File: src/rtl/gray_led_pkg.sv
// Shared constants and state type for the Gray-code 7-segment LED bus (driver and monitor sides).
// Latency: n/a (definitions only); backpressure: n/a.
package gray_led_pkg;

    localparam logic [6:0] SEG_ZERO  = 7'h3F;
    localparam logic [6:0] SEG_ONE   = 7'h06;
    localparam logic [7:0] SEG_MASK  = 8'h7F;
    localparam int         ERR_CNT_W = 8;

    typedef enum logic [1:0] {
        SEARCH = 2'd0,
        TRACK  = 2'd1,
        LOCKED = 2'd2
    } mon_state_e;

endpackage

File: src/rtl/led7_glyph_decoder.sv
// One-digit glyph decoder: segments {dp,g..a} -> Gray bit plus recognised flag; dp ignored.
// Latency: combinational; backpressure: none.
module led7_glyph_decoder
    import gray_led_pkg::*;
(
    input  logic [7:0] seg_i,
    output logic       bit_o,
    output logic       ok_o
);

    logic is_one;
    logic is_zero;

    assign is_one  = ((seg_i & SEG_MASK) == {1'b0, SEG_ONE});
    assign is_zero = ((seg_i & SEG_MASK) == {1'b0, SEG_ZERO});
    assign bit_o   = is_one;
    assign ok_o    = is_one | is_zero;

endmodule

File: src/rtl/gray_led_monitor.sv
// Receive-side checker: decodes the LED bus to Gray/binary, tracks +1 sequence legality, lock and errors.
// Latency: 1 cycle from sample_en to registered outputs; backpressure: none, one sample per cycle.
module gray_led_monitor
    import gray_led_pkg::*;
#(
    parameter int LEDS_COUNT = 6,
    parameter int LOCK_COUNT = 4
) (
    input  logic                    clk,
    input  logic                    rst,
    input  logic                    sample_en,
    input  logic [LEDS_COUNT*8-1:0] in_leds,
    output logic [LEDS_COUNT-1:0]   gray,
    output logic [LEDS_COUNT-1:0]   bin,
    output logic                    valid,
    output logic                    glyph_err,
    output logic                    step_err,
    output logic                    locked,
    output logic [ERR_CNT_W-1:0]    err_count
);

    localparam logic [3:0] LOCK_TARGET = 4'(LOCK_COUNT);

    logic [LEDS_COUNT-1:0] dec_gray;
    logic [LEDS_COUNT-1:0] dec_ok;
    logic [LEDS_COUNT-1:0] bin_new;
    logic                  is_hold;
    logic                  is_step;

    mon_state_e            state_q, state_d;
    logic [3:0]            good_q, good_d;
    logic [LEDS_COUNT-1:0] gray_q, gray_d;
    logic [LEDS_COUNT-1:0] bin_q, bin_d;
    logic                  valid_q, valid_d;
    logic                  gerr_q, gerr_d;
    logic                  serr_q, serr_d;
    logic                  locked_q, locked_d;
    logic [ERR_CNT_W-1:0]  errc_q, errc_d;

    for (genvar k = 0; k < LEDS_COUNT; k++) begin : g_digit
        led7_glyph_decoder u_dec (
            .seg_i (in_leds[8*k +: 8]),
            .bit_o (dec_gray[k]),
            .ok_o  (dec_ok[k])
        );
    end

    // Binary bit i is the XOR of all Gray bits from the MSB down to i.
    always_comb begin
        bin_new = '0;
        bin_new[LEDS_COUNT-1] = dec_gray[LEDS_COUNT-1];
        for (int i = LEDS_COUNT - 2; i >= 0; i--) begin
            bin_new[i] = bin_new[i+1] ^ dec_gray[i];
        end
    end

    assign is_hold = (bin_new == bin_q);
    assign is_step = (bin_new == LEDS_COUNT'(bin_q + 1'b1));

    always_comb begin
        state_d  = state_q;
        good_d   = good_q;
        gray_d   = gray_q;
        bin_d    = bin_q;
        valid_d  = 1'b0;
        gerr_d   = 1'b0;
        serr_d   = 1'b0;
        locked_d = locked_q;
        errc_d   = errc_q;
        if (sample_en) begin
            if (!(&dec_ok)) begin
                gerr_d = 1'b1;
            end else begin
                gray_d  = dec_gray;
                bin_d   = bin_new;
                valid_d = 1'b1;
                unique case (state_q)
                    SEARCH: begin
                        state_d = TRACK;
                        good_d  = '0;
                    end
                    TRACK: begin
                        if (is_step) begin
                            good_d = good_q + 4'd1;
                            if (good_q + 4'd1 >= LOCK_TARGET) begin
                                state_d  = LOCKED;
                                locked_d = 1'b1;
                            end
                        end else if (!is_hold) begin
                            serr_d = 1'b1;
                            good_d = '0;
                            if (errc_q != '1) errc_d = errc_q + 1'b1;
                        end
                    end
                    LOCKED: begin
                        if (!is_step && !is_hold) begin
                            serr_d   = 1'b1;
                            good_d   = '0;
                            locked_d = 1'b0;
                            state_d  = TRACK;
                            if (errc_q != '1) errc_d = errc_q + 1'b1;
                        end
                    end
                    default: begin
                        state_d = SEARCH;
                        good_d  = '0;
                    end
                endcase
            end
        end
    end

    always_ff @(posedge clk or posedge rst) begin
        if (rst) begin
            state_q  <= SEARCH;
            good_q   <= '0;
            gray_q   <= '0;
            bin_q    <= '0;
            valid_q  <= 1'b0;
            gerr_q   <= 1'b0;
            serr_q   <= 1'b0;
            locked_q <= 1'b0;
            errc_q   <= '0;
        end else begin
            state_q  <= state_d;
            good_q   <= good_d;
            gray_q   <= gray_d;
            bin_q    <= bin_d;
            valid_q  <= valid_d;
            gerr_q   <= gerr_d;
            serr_q   <= serr_d;
            locked_q <= locked_d;
            errc_q   <= errc_d;
        end
    end

    assign gray      = gray_q;
    assign bin       = bin_q;
    assign valid     = valid_q;
    assign glyph_err = gerr_q;
    assign step_err  = serr_q;
    assign locked    = locked_q;
    assign err_count = errc_q;

endmodule

File: config.mk
export PLATFORM = sky130hd
export DESIGN_NAME = gray_led_monitor
export DESIGN_NICKNAME = d
export VERILOG_FILES = /design/src/rtl/gray_led_pkg.sv /design/src/rtl/led7_glyph_decoder.sv /design/src/rtl/gray_led_monitor.sv
export SDC_FILE = /design/constraint.sdc
export NUM_CORES = 1
export LEC_CHECK = 0
export ABC_CLOCK_PERIOD_IN_PS = 2900
export BUFFER_PORTS_ARGS = -buffer_cell sky130_fd_sc_hd__buf_4
export CAP_MARGIN = 20
export CORE_MARGIN = 3
export CORE_UTILIZATION = 51
export DETAILED_ROUTE_END_ITERATION = 16
export PLACE_DENSITY = 0.87
export SLEW_MARGIN = 25
export SYNTH_ARGS = -nofsm -noshare
export SYNTH_HDL_FRONTEND = slang
export SYNTH_SLANG_ARGS = --single-unit
File: constraint.sdc
create_clock -name clk -period 2.9 [get_ports clk]
set_input_delay 0.29 -clock clk [delete_from_list [all_inputs] [get_ports clk]]
set_output_delay 0.29 -clock clk [all_outputs]
set_load 0.02 [all_outputs]
==> flow_summary.toml <==
[cts]
h-tree-depth = 2
cts_tree = "done"
ctsHoldBuffers = 0
path_clk_slew_ns = 0.07
numCtsBuffers = 5
cts-root-buf = "clkbuf_8"
cts_buffer_depth = 2
clkLatencyLatePin_ns = 0.29
cts_sinks = 29

[synthesis]
ys_async_sr_fraction_pct = 100
synth.avg_cell_area_um2 = 9.49
yosysUniqueCellTypes = 62
ys_ff_latch = 29
synth_top_area_share_pct = 32.3
yosysSeqAreaShare_pct = 32.3
yosysWarningCount = 0
synthTopCellsByCount = "dfrtp_1 (29), nand2_1 (29), nand3_1 (12)"
syn-num-nets = 295
synth.area.top_cells = "dfrtp_1 (32%), nand2_1 (4.8%), ha_1 (3.9%), xor2_1 (3.9%), nand4_1 (3.1%)"
synth_cells = 237
synth_area_um2 = 2250
synth_area_leader_cell = "dfrtp_1"
synth-main-ff-cell = "dfrtp_1"
synth-edff-count = 0

[setup_path]
critPathMaxStageDelay_ns = 0.62
rr_worst_depth = 8
crit_buf_inv = 1
cp.arrival_ns = 2.87
path_class = "input port to register"
worstPathRequired_ns = 3.07
slowest_stage = "or4_1"
critPathTopFamily = "compound AO/OA/AOI/OAI gates"
path_max_fanout = 9
crit_path_start_kind = "input port"
critical_path.cell_chain = "buf_4 -> or4_1 -> a211oi_1 -> o22ai_1 -> and4_4 -> o22ai_4 -> nand2_2 -> a21bo_2 -> mux2_4"
reg2reg_to = "good_q[3]"
timing.rr.start = "bin[1]"
critPathCaptureType = "register"
rrSetupSlack_ns = 0.24

[die]
num_rows = 23
core_um2 = 4120
die_y_um = 72.4
die_w_um = 72.4
die_area_um2 = 5240
ios = 75
initial_core_util_pct = 54.7

[detailed_routing]
vias = 2275
wl_per_cell_um = 15.2
drt-pass1-iter-count = 4
wl_um = 5910
drt_iter0_markers = 92
ant_nets = 0
post-route-drc-count = 0
drt-vias-per-instance = 5.85

[sta]
fin_crit_sh_pct = 92.9
slew_viol_final = 0
fmax_mhz = 371
clock-skew-final_ns = 0.00447
rsz0062_at_grt = "no"
tightestPinTransition_ns = 0.586
finalHoldViolations = 0
setup_viol = 0
fin_crit_ns = 2.69
maxSlewHeadroom_pct = 60.9
setup_ws_ns = 0.205

[worst_hold_path]
hp-class = "input port to async pin"

[finish]
diodes = 0
fin_nets = 396
syn_to_final_growth_pct = 38.5
drive_above_1_share_pct = 38.6
stdcell_area_um2 = 3120

[placed_design]
io_buffers = 68
gp_congestion = 0.919
dpl_worst_slack_ns = -0.116
dp_hpwl_um = 4650
place_area_um2 = 3020

[power]
power_density_nw_per_um2 = 266
p_int_mw = 0.624
seqPwrFrac_pct = 48.9
p_sw_share_pct = 24.8
p_leak_nw = 1.57
peakVddDrop_mv = 0.265
power.switching_mw = 0.206
clkPwrFrac_pct = 39.5
pwr-share-comb_pct = 11.6

[flow_run]
maxCapViolCount = 0

[global_route]
grt_pass1_vias = 2184
grt-ovfl-total = 0
grt_start_max_net_pins = 30
grt_pass1_wl_um = 9500
antenna_found_initial = 0
grt_usage_pct = 22.8

[outcome]
status = "finished clean"
state kept, by name, summed over array words and instances, names as in the netlist:
signal and flops:
bin 5, err_count 8, glyph_err 1, good_q 4
gray 6, locked 1, state_q 2, step_err 1
valid 1
cell type report:
class | instances | area [um2]
Sequential cell | 29 | 726
Clock buffer | 5 | 68.8
Multi-Input combinational cell | 198 | 1490
Timing Repair Buffer | 96 | 721
Fill cell | 302 | 1000
Clock inverter | 3 | 17.5
Inverter | 8 | 30.0
Tap cell | 50 | 62.6
worst register-to-register path, stage by stage (launching register included):
cell and delay [ns]:
dfrtp_1 0.49, nand3_1 0.14, o21a_1 0.22, or4_1 0.52, a211oi_4 0.28, o22ai_4 0.17, or2_1 0.25, a2111oi_1 0.40
a21o_1 0.12
worst max-delay path by stage:
stage | from | endpoint | cells past startpoint
finish | in_leds[32] | good_q[0] | 9
floorplan | in_leds[32] | err_count[2] | 8
global placement | in_leds[32] | good_q[0] | 11
CTS | in_leds[32] | good_q[0] | 11
detailed placement | in_leds[32] | good_q[0] | 11
global route | bin[1] | good_q[3] | 8
stage by stage:
| step | utilization, % | TNS [ns] | hold slack, ns | instances | total power, mW |
|---|---|---|---|---|---|
| finish | 75.7 | 0 | 0.0701 | 389 | 0.829 |
| global route | 75.7 | 0 | 0.132 | 389 | 0.862 |
| global placement | 73.4 | -0.0168 | 0.455 | 381 | 0.505 |
| detailed placement | 73.4 | -0.308 | 0.458 | 381 | 0.509 |
| floorplan | - | 0 | 0.368 | 237 | 0.444 |
| CTS | 75.5 | 0 | 0.305 | 389 | 0.838 |
cells by family after synthesis:
family                     count (synthesis)  share of synthesized area [%]
AOI/OAI and AO/OA                         47                           18.2
xor gates and xnor gates                  16                           6.90
adders and majority gates                  7                           3.89
buffers and inverters                     10                           1.84
DFF                                       29                           32.3
muxes                                      9                           4.50
and+or+nand+nor                          119                           32.4
cell usage in the layout (no fill, tap or decap), types with 6 or more instances in the layout:
| cell | Yosys | final |
|---|---|---|
| nand4_1 | 11 | 11 |
| or4_1 | 6 | 6 |
| nor4_1 | 7 | 6 |
| nand3b_1 | 6 | 6 |
| xor2_1 | 10 | 10 |
| nor2_1 | 11 | 11 |
| nand3_1 | 12 | 12 |
| inv_1 | 8 | 7 |
| o21ai_0 | 6 | 6 |
| ha_1 | 7 | 7 |
| nand2_1 | 29 | 29 |
| nor3_1 | 8 | 8 |
| buf_4 | 1 | 96 |
| a211oi_1 | 6 | 6 |
| dfrtp_1 | 29 | 29 |
metal layers:
metal	wire length, um	track usage (%)	share of wire (%)	up-vias
li1	-	-	-	1114
met3	273	4.57	4.6	12
met1	2550	28.4	43	1088
met4	124	7.99	2.1	0
met2	2960	39.1	50	61
met5	0	0	0	-
power groups by stage:
stage	clock network, mW	logic (mW)	registers (mW)
floorplan	0	0.0300	0.414
global placement	0	0.0924	0.413
detailed placement	0	0.0959	0.413
CTS	0.337	0.0959	0.405
global route	0.351	0.105	0.405
finish	0.328	0.0961	0.406
repair_timing:
action | in CTS | in global routing
setup buffers | 0 | 0
endpoints found under the setup margin | 0 | 3
resized for setup | 0 | 2
Note: power is estimated with default switching activity, not from simulation.
